**src/rtl/axi_defs.sv**
```systemverilog
// rtl/axi_defs.sv - shared AXI response/burst codes and responder state encodings
package axi_defs;

    localparam logic [1:0] AXI_RESP_OKAY   = 2'b00;
    localparam logic [1:0] AXI_RESP_SLVERR = 2'b10;
    localparam logic [1:0] AXI_RESP_DECERR = 2'b11;

    localparam logic [1:0] AXI_BURST_INCR  = 2'b01;

    localparam logic [2:0] ST_IDLE    = 3'd0;
    localparam logic [2:0] ST_RD_CAP  = 3'd1;
    localparam logic [2:0] ST_RD_RESP = 3'd2;
    localparam logic [2:0] ST_WR_DATA = 3'd3;
    localparam logic [2:0] ST_WR_RESP = 3'd4;
    localparam logic [2:0] ST_STALL   = 3'd5;

    // Decode error outranks slave error, which outranks OKAY.
    function automatic logic [1:0] resp_of(input logic dec, input logic slv);
        if (dec) return AXI_RESP_DECERR;
        if (slv) return AXI_RESP_SLVERR;
        return AXI_RESP_OKAY;
    endfunction

endpackage

```
**src/rtl/axi_resp_stall_ctr.sv**
```systemverilog
// rtl/axi_resp_stall_ctr.sv - wait-cycle counter placed in front of each rvalid/bvalid rise
// Ports: aclk, aresetn (sync, active-low), load (arm with CYCLES), en (count one cycle),
//        done (current cycle is the last wait cycle).
module axi_resp_stall_ctr #(
    parameter int CYCLES = 3
) (
    input  logic aclk,
    input  logic aresetn,
    input  logic load,
    input  logic en,
    output logic done
);
    localparam int W = (CYCLES < 2) ? 1 : $clog2(CYCLES + 1);

    logic [W-1:0] cnt_q, cnt_d;

    always_comb begin
        cnt_d = cnt_q;
        if (load) begin
            cnt_d = W'(CYCLES);
        end else if (en && cnt_q != '0) begin
            cnt_d = cnt_q - W'(1);
        end
    end

    // A count of 1 (or a zero-length stall) means this is the final wait cycle.
    assign done = (cnt_q <= W'(1));

    always_ff @(posedge aclk) begin
        if (!aresetn) begin
            cnt_q <= '0;
        end else begin
            cnt_q <= cnt_d;
        end
    end

endmodule

```
**src/rtl/axi_sram_responder.sv**
```systemverilog
// rtl/axi_sram_responder.sv - single-outstanding AXI3 responder in front of a 1-cycle word SRAM
// Ports: aclk/aresetn (sync, active-low); AR/R, AW/W/B AXI3 channels (4-bit ids, 32-bit data,
//        INCR bursts up to 16 beats); ram_en/ram_wen/ram_addr/ram_wdata/ram_rdata SRAM port.
// Optional: define AXI_RESP_STALL_EN to insert STALL_CYCLES wait cycles before every rvalid/bvalid.
module axi_sram_responder
    import axi_defs::*;
#(
    parameter int RAM_AW       = 16,
    parameter int STALL_CYCLES = 3
) (
    input  logic              aclk,
    input  logic              aresetn,
    input  logic [3:0]        arid,
    input  logic [31:0]       araddr,
    input  logic [7:0]        arlen,
    input  logic [2:0]        arsize,
    input  logic [1:0]        arburst,
    input  logic              arvalid,
    output logic              arready,
    output logic [3:0]        rid,
    output logic [31:0]       rdata,
    output logic [1:0]        rresp,
    output logic              rlast,
    output logic              rvalid,
    input  logic              rready,
    input  logic [3:0]        awid,
    input  logic [31:0]       awaddr,
    input  logic [7:0]        awlen,
    input  logic [2:0]        awsize,
    input  logic [1:0]        awburst,
    input  logic              awvalid,
    output logic              awready,
    input  logic [3:0]        wid,
    input  logic [31:0]       wdata,
    input  logic [3:0]        wstrb,
    input  logic              wlast,
    input  logic              wvalid,
    output logic              wready,
    output logic [3:0]        bid,
    output logic [1:0]        bresp,
    output logic              bvalid,
    input  logic              bready,
    output logic              ram_en,
    output logic [3:0]        ram_wen,
    output logic [RAM_AW-1:0] ram_addr,
    output logic [31:0]       ram_wdata,
    input  logic [31:0]       ram_rdata
);
    localparam int HI = RAM_AW + 2;

    function automatic logic out_of_range(input logic [31:0] a);
        return (a >> HI) != 32'd0;
    endfunction

    logic [2:0]  state_q, state_d;
    logic [31:0] addr_q, addr_d;
    logic [3:0]  len_q, len_d, beat_q, beat_d;
    logic [2:0]  size_q, size_d;
    logic        dec_q, dec_d, slv_q, slv_d;
    logic        last_rd_q, last_rd_d;
    logic [3:0]  rid_q, rid_d, bid_q, bid_d;
    logic [31:0] rdata_q, rdata_d;
    logic [1:0]  rresp_q, rresp_d, bresp_q, bresp_d;
    logic        rlast_q, rlast_d, rvalid_q, rvalid_d, bvalid_q, bvalid_d;
    logic [31:0] next_addr;
    logic        rd_pick;
    logic        last_beat;
    logic        unused_ok;

`ifdef AXI_RESP_STALL_EN
    logic stall_rd_q, stall_rd_d;
    logic stall_load, stall_en, stall_done;

    axi_resp_stall_ctr #(.CYCLES(STALL_CYCLES)) u_stall (
        .aclk    (aclk),
        .aresetn (aresetn),
        .load    (stall_load),
        .en      (stall_en),
        .done    (stall_done)
    );
`else
    localparam int stall_cycles_unused = STALL_CYCLES;
`endif

    // arlen/awlen upper nibbles and wid carry nothing for a 16-beat, in-order responder.
    assign unused_ok = ^{wid, arlen[7:4], awlen[7:4]};

    assign next_addr = addr_q + (32'd1 << size_q);
    assign last_beat = (beat_q == len_q);
    // With both valids up, serve the channel not served last; reset leaves last_rd_q=0 so read wins.
    assign rd_pick   = arvalid && (!awvalid || !last_rd_q);

    always_comb begin
        state_d   = state_q;
        addr_d    = addr_q;
        len_d     = len_q;
        beat_d    = beat_q;
        size_d    = size_q;
        dec_d     = dec_q;
        slv_d     = slv_q;
        last_rd_d = last_rd_q;
        rid_d     = rid_q;
        bid_d     = bid_q;
        rdata_d   = rdata_q;
        rresp_d   = rresp_q;
        bresp_d   = bresp_q;
        rlast_d   = rlast_q;
        rvalid_d  = rvalid_q;
        bvalid_d  = bvalid_q;
        arready   = 1'b0;
        awready   = 1'b0;
        wready    = 1'b0;
        ram_en    = 1'b0;
        ram_wen   = 4'b0;
        ram_addr  = '0;
        ram_wdata = 32'd0;
`ifdef AXI_RESP_STALL_EN
        stall_rd_d = stall_rd_q;
        stall_load = 1'b0;
        stall_en   = 1'b0;
`endif
        case (state_q)
            ST_IDLE: begin
                if (rd_pick) begin
                    arready   = 1'b1;
                    rid_d     = arid;
                    addr_d    = araddr;
                    len_d     = arlen[3:0];
                    size_d    = arsize;
                    beat_d    = 4'd0;
                    slv_d     = (arburst != AXI_BURST_INCR);
                    dec_d     = out_of_range(araddr);
                    last_rd_d = 1'b1;
                    state_d   = ST_RD_CAP;
                    // First beat's SRAM read is issued in the handshake cycle itself.
                    if (!out_of_range(araddr)) begin
                        ram_en   = 1'b1;
                        ram_addr = araddr[RAM_AW+1:2];
                    end
                end else if (awvalid) begin
                    awready   = 1'b1;
                    bid_d     = awid;
                    addr_d    = awaddr;
                    len_d     = awlen[3:0];
                    size_d    = awsize;
                    beat_d    = 4'd0;
                    slv_d     = (awburst != AXI_BURST_INCR);
                    dec_d     = 1'b0;
                    last_rd_d = 1'b0;
                    state_d   = ST_WR_DATA;
                end
            end
            ST_RD_CAP: begin
                rdata_d = dec_q ? 32'd0 : ram_rdata;
                rresp_d = resp_of(dec_q, slv_q);
                rlast_d = last_beat;
`ifdef AXI_RESP_STALL_EN
                stall_load = 1'b1;
                stall_rd_d = 1'b1;
                state_d    = ST_STALL;
`else
                rvalid_d = 1'b1;
                state_d  = ST_RD_RESP;
`endif
            end
            ST_RD_RESP: begin
                if (rready) begin
                    rvalid_d = 1'b0;
                    if (last_beat) begin
                        state_d = ST_IDLE;
                    end else begin
                        addr_d  = next_addr;
                        beat_d  = beat_q + 4'd1;
                        dec_d   = out_of_range(next_addr);
                        state_d = ST_RD_CAP;
                        if (!out_of_range(next_addr)) begin
                            ram_en   = 1'b1;
                            ram_addr = next_addr[RAM_AW+1:2];
                        end
                    end
                end
            end
            ST_WR_DATA: begin
                wready = 1'b1;
                if (wvalid) begin
                    if (!out_of_range(addr_q)) begin
                        ram_en    = 1'b1;
                        ram_wen   = wstrb;
                        ram_addr  = addr_q[RAM_AW+1:2];
                        ram_wdata = wdata;
                    end
                    dec_d = dec_q | out_of_range(addr_q);
                    // The beat counter decides the burst end; a wlast that disagrees is only flagged.
                    slv_d = slv_q | (wlast != last_beat);
                    if (last_beat) begin
                        bresp_d = resp_of(dec_d, slv_d);
`ifdef AXI_RESP_STALL_EN
                        stall_load = 1'b1;
                        stall_rd_d = 1'b0;
                        state_d    = ST_STALL;
`else
                        bvalid_d = 1'b1;
                        state_d  = ST_WR_RESP;
`endif
                    end else begin
                        addr_d = next_addr;
                        beat_d = beat_q + 4'd1;
                    end
                end
            end
            ST_WR_RESP: begin
                if (bready) begin
                    bvalid_d = 1'b0;
                    state_d  = ST_IDLE;
                end
            end
`ifdef AXI_RESP_STALL_EN
            ST_STALL: begin
                stall_en = 1'b1;
                if (stall_done) begin
                    if (stall_rd_q) begin
                        rvalid_d = 1'b1;
                        state_d  = ST_RD_RESP;
                    end else begin
                        bvalid_d = 1'b1;
                        state_d  = ST_WR_RESP;
                    end
                end
            end
`endif
            default: state_d = ST_IDLE;
        endcase
    end

    always_ff @(posedge aclk) begin
        if (!aresetn) begin
            state_q   <= ST_IDLE;
            addr_q    <= 32'd0;
            len_q     <= 4'd0;
            beat_q    <= 4'd0;
            size_q    <= 3'd0;
            dec_q     <= 1'b0;
            slv_q     <= 1'b0;
            last_rd_q <= 1'b0;
            rid_q     <= 4'd0;
            bid_q     <= 4'd0;
            rdata_q   <= 32'd0;
            rresp_q   <= 2'd0;
            bresp_q   <= 2'd0;
            rlast_q   <= 1'b0;
            rvalid_q  <= 1'b0;
            bvalid_q  <= 1'b0;
        end else begin
            state_q   <= state_d;
            addr_q    <= addr_d;
            len_q     <= len_d;
            beat_q    <= beat_d;
            size_q    <= size_d;
            dec_q     <= dec_d;
            slv_q     <= slv_d;
            last_rd_q <= last_rd_d;
            rid_q     <= rid_d;
            bid_q     <= bid_d;
            rdata_q   <= rdata_d;
            rresp_q   <= rresp_d;
            bresp_q   <= bresp_d;
            rlast_q   <= rlast_d;
            rvalid_q  <= rvalid_d;
            bvalid_q  <= bvalid_d;
        end
    end

`ifdef AXI_RESP_STALL_EN
    always_ff @(posedge aclk) begin
        if (!aresetn) begin
            stall_rd_q <= 1'b0;
        end else begin
            stall_rd_q <= stall_rd_d;
        end
    end
`endif

    assign rid    = rid_q;
    assign rdata  = rdata_q;
    assign rresp  = rresp_q;
    assign rlast  = rlast_q;
    assign rvalid = rvalid_q;
    assign bid    = bid_q;
    assign bresp  = bresp_q;
    assign bvalid = bvalid_q;

endmodule

```
**config.mk**
```make
export PLATFORM = sky130hd
export DESIGN_NAME = axi_sram_responder
export DESIGN_NICKNAME = d
export VERILOG_FILES = /design/src/rtl/axi_defs.sv /design/src/rtl/axi_resp_stall_ctr.sv /design/src/rtl/axi_sram_responder.sv
export SDC_FILE = /design/constraint.sdc
export NUM_CORES = 1
export LEC_CHECK = 0
export ABC_CLOCK_PERIOD_IN_PS = 7800
export CAP_MARGIN = 5
export CORE_MARGIN = 5
export CORE_UTILIZATION = 32
export CTS_CLUSTER_DIAMETER = 30
export DETAILED_ROUTE_END_ITERATION = 6
export SLEW_MARGIN = 20
export SYNTH_ARGS = -nofsm -noshare
export SYNTH_HDL_FRONTEND = slang
export SYNTH_SLANG_ARGS = --single-unit
```
**constraint.sdc**
```tcl
create_clock -name aclk -period 7.8 [get_ports aclk]
set_input_delay 1.56 -clock aclk [delete_from_list [all_inputs] [get_ports aclk]]
set_output_delay 1.56 -clock aclk [all_outputs]
set_load 0.05 [all_outputs]
```
==> out/metrics.csv <==
metric,value,unit
fin_nets,1284,
relSlewSlack,0.342,
synth_seq_cells,96,
routed_wl,23100,um
clkLatencyLatePin,360,ps
clk_pin_slew_worst_paths,70,ps
fin_crit_sh,0.843,
synth_xor_area_frac,0.0307,
grt_max_degree,95,
grt_overflow,0,
n_antenna_cell,0,
maxCapViolations,0,
maxSlewViolCount,0,
path_cells,nor3_1 -> ha_1 -> fa_1 -> a211o_1 -> a211o_1 -> and2_1 -> nand2_2 -> mux2i_1 -> o211a_1 -> nand4_1 -> o221ai_1 -> clkdlybuf4s50_1,
synth_top_family_by_area,simple AND/OR/NAND/NOR gates,
place_congestion,0.815,
yosys.area_share.simple,0.358,
cts_resized,0,
drc,0,
synth_adder_area_share,0.0202,
rr_worst_depth,11,
grt_usage,0.189,
grt_pass1_wl,36700,um
hold_viol,0,
cts.path.max_buffers,2,
num_vias,6961,
dp_hpwl,16400,um
fin_skew,9.68,ps
first_pass_iters,4,
cp_max_fo,12,
total_power,2.74,mW
placedCellCount,1355,
cts_max_level,3,
layout.cells.non_filler,1371,
whs_path_depth,2,
power_density,284,nW/um2
area_delta_synth_final,46.7,%
ios,281,
numPortBuffers,268,
start_util,0.324,
wl_per_cell,16.8,um
crit_type,reg -> out,
hold_slack,466,ps
antenna_found_initial,0,
slowest_delay,870,ps
hold_path.class,reg -> reg,
r2r_slack,4370,ps
grt_pass1_vias,6704,
synth_cell_type_count,77,
crit_required,6240,ps
finalSetupViolations,0,
cp_slowest_cell,clkdlybuf4s50_1,
tightest_slew,985,ps
cts_buffers,9,
start_kind,flip-flop,
synthMuxAreaShare,0.0137,
yosysTopAreaCellShare,0.293,
fmax,152,MHz
ys.flop_type,dfxtp_1,
async_reset_ff_frac,0,
outcome,completed,
die_area,23500,um2
rows,52,
synth_edf_count,0,
cts_tree,yes,
yosys_warnings,0,
hold_buffers,0,
synth_compound_area_frac,0.229,
finalCriticalPeriod,6580,ps
vias_per_cell,5.08,
ir_drop,0.177,mV
synth.area.top_cells,"dfxtp_1, nand2_1, a21oi_1",
end_kind,primary output,
rsz0062_at_grt,no,
die_w,153,um
yosys.area.top_type,dfxtp_1,
synth_area,6560,um2
arrival,5020,ps
ant_nets,0,
postLayoutCoreUtil,0.475,
chipHeight,153,um
cts_setup_buffers,0,
layout-drive-gt1-share,0.0581,
clock-sinks,96,
path_common_cell,a211o_1,
drt_iter0_markers,426,
syn_area_per_cell,7.46,um2
power_leakage,3.76,nW
setup_tns,0,ps
synth_fp_nets,1067,
yosysSeqAreaShare,0.293,
syn_inst,879,
core_area,20200,um2
cts_root_buf,clkbuf_16,
## cells in the mapped netlist (3+ instances only)
cell type / count
ha_1: 9
nor2b_1: 48
nand2b_1: 7
and2_1: 56
buf_1: 6
a211oi_1: 4
nor2_1: 25
o211ai_1: 7
nand2_1: 139
o21ai_1: 7
and3_1: 14
a22oi_1: 7
o21ai_0: 36
buf_2: 3
xnor2_1: 11
a211o_1: 3
a21boi_0: 26
nand3_1: 44
a21o_1: 7
nor4_1: 9
a31oi_1: 5
xor2_1: 12
a21oi_1: 74
a41o_1: 7
nor3b_1: 40
nor3_1: 22
nand4_1: 6
a221o_1: 8
dfxtp_1: 96
o211a_1: 11
inv_1: 9
clkbuf_1: 56
mux2i_1: 9
## cells by family after synthesis
group           after synthesis
simple gates                435
buf+inv                      82
mux                           9
flops                        96
fa+ha+maj                    10
compound gates              224
xor+xnor                     23
## worst paths after layout
check / startpoint / to
max reg2reg: size_q[2]$_SDFFE_PN0P_ / dec_q$_SDFFE_PN0P_
min reg2reg: rid[1]$_SDFFE_PN0P_ / rid[1]$_SDFFE_PN0P_
min: rid[1]$_SDFFE_PN0P_ / rid[1]$_SDFFE_PN0P_
max: size_q[2]$_SDFFE_PN0P_ / ram_addr[15]
## stage by stage
step                      instance area (um2)  setup WS (ps)
after global placement                   9330           1610
final                                    9620           1220
after floorplan                          6560           2460
after global routing                     9620            982
after detailed placement                 9330           1620
after CTS                                9620           1220
## critical path, delay by kind of cell, from the launching register on
family                     cells  cell delay (ps)
and+or+nand+nor                4              980
muxes                          1              200
DFF                            1              500
adders and majority gates      2              690
buffers and inverters          1              870
AOI/OAI and AO/OA              4             1390
## registers in the layout, indices dropped and copies added (netlist names)
name       count
rresp          2
dec_q          1
bvalid         1
last_rd_q      1
rvalid         1
rid            4
rlast          1
len_q          4
beat_q         4
bresp          2
bid            4
state_q        3
rdata         32
size_q         3
slv_q          1
addr_q        32
## metal layers
| layer | share of wire | wire length, um | up-vias | GRT usage |
|---|---|---|---|---|
| li1 | - | - | 3534 | - |
| met1 | 0.44 | 10300 | 3180 | 0.241 |
| met2 | 0.45 | 10300 | 225 | 0.302 |
| met3 | 0.092 | 2130 | 22 | 0.0690 |
| met4 | 0.016 | 373 | 0 | 0.0535 |
| met5 | 0 | 0 | - | 0 |
## final cells by class
| type | count | area [um2] |
|---|---|---|
| clock buffer | 10 | 239 |
| fill | 2005 | 10600 |
| sequential | 96 | 1920 |
| clock inverter | 6 | 51.3 |
| multi-input combinational | 701 | 4290 |
| tap | 270 | 338 |
| inverter | 10 | 37.5 |
| timing repair buffer | 278 | 2740 |
## where the power goes
group | internal [mW] | switching, mW
Combinational | 0.545 | 0.927
Sequential | 0.636 | 0.177
Clock | 0.231 | 0.220
Total | 1.41 | 1.32
## placed cells by master (no fill, tap or decap), drive strengths merged, types with 4 or more instances in the layout
cell           count
dfxtp             96
nand2b             7
o211a             11
a21o               7
nand3             46
a21boi            26
and2              58
nor3b             41
nor2b             48
xor2              12
a41o               8
a211oi             4
and3              15
o22ai              4
a221o              8
xnor2             11
nor4              11
o21ai             44
a31oi              5
inv               13
nor3              22
o211ai             7
nor2              26
a22oi              7
nand2            140
ha                 9
mux2i              9
nand4              7
clkbuf            10
a21oi             75
clkdlybuf4s50    261
buf               17
(Power assumes the default switching activity.)
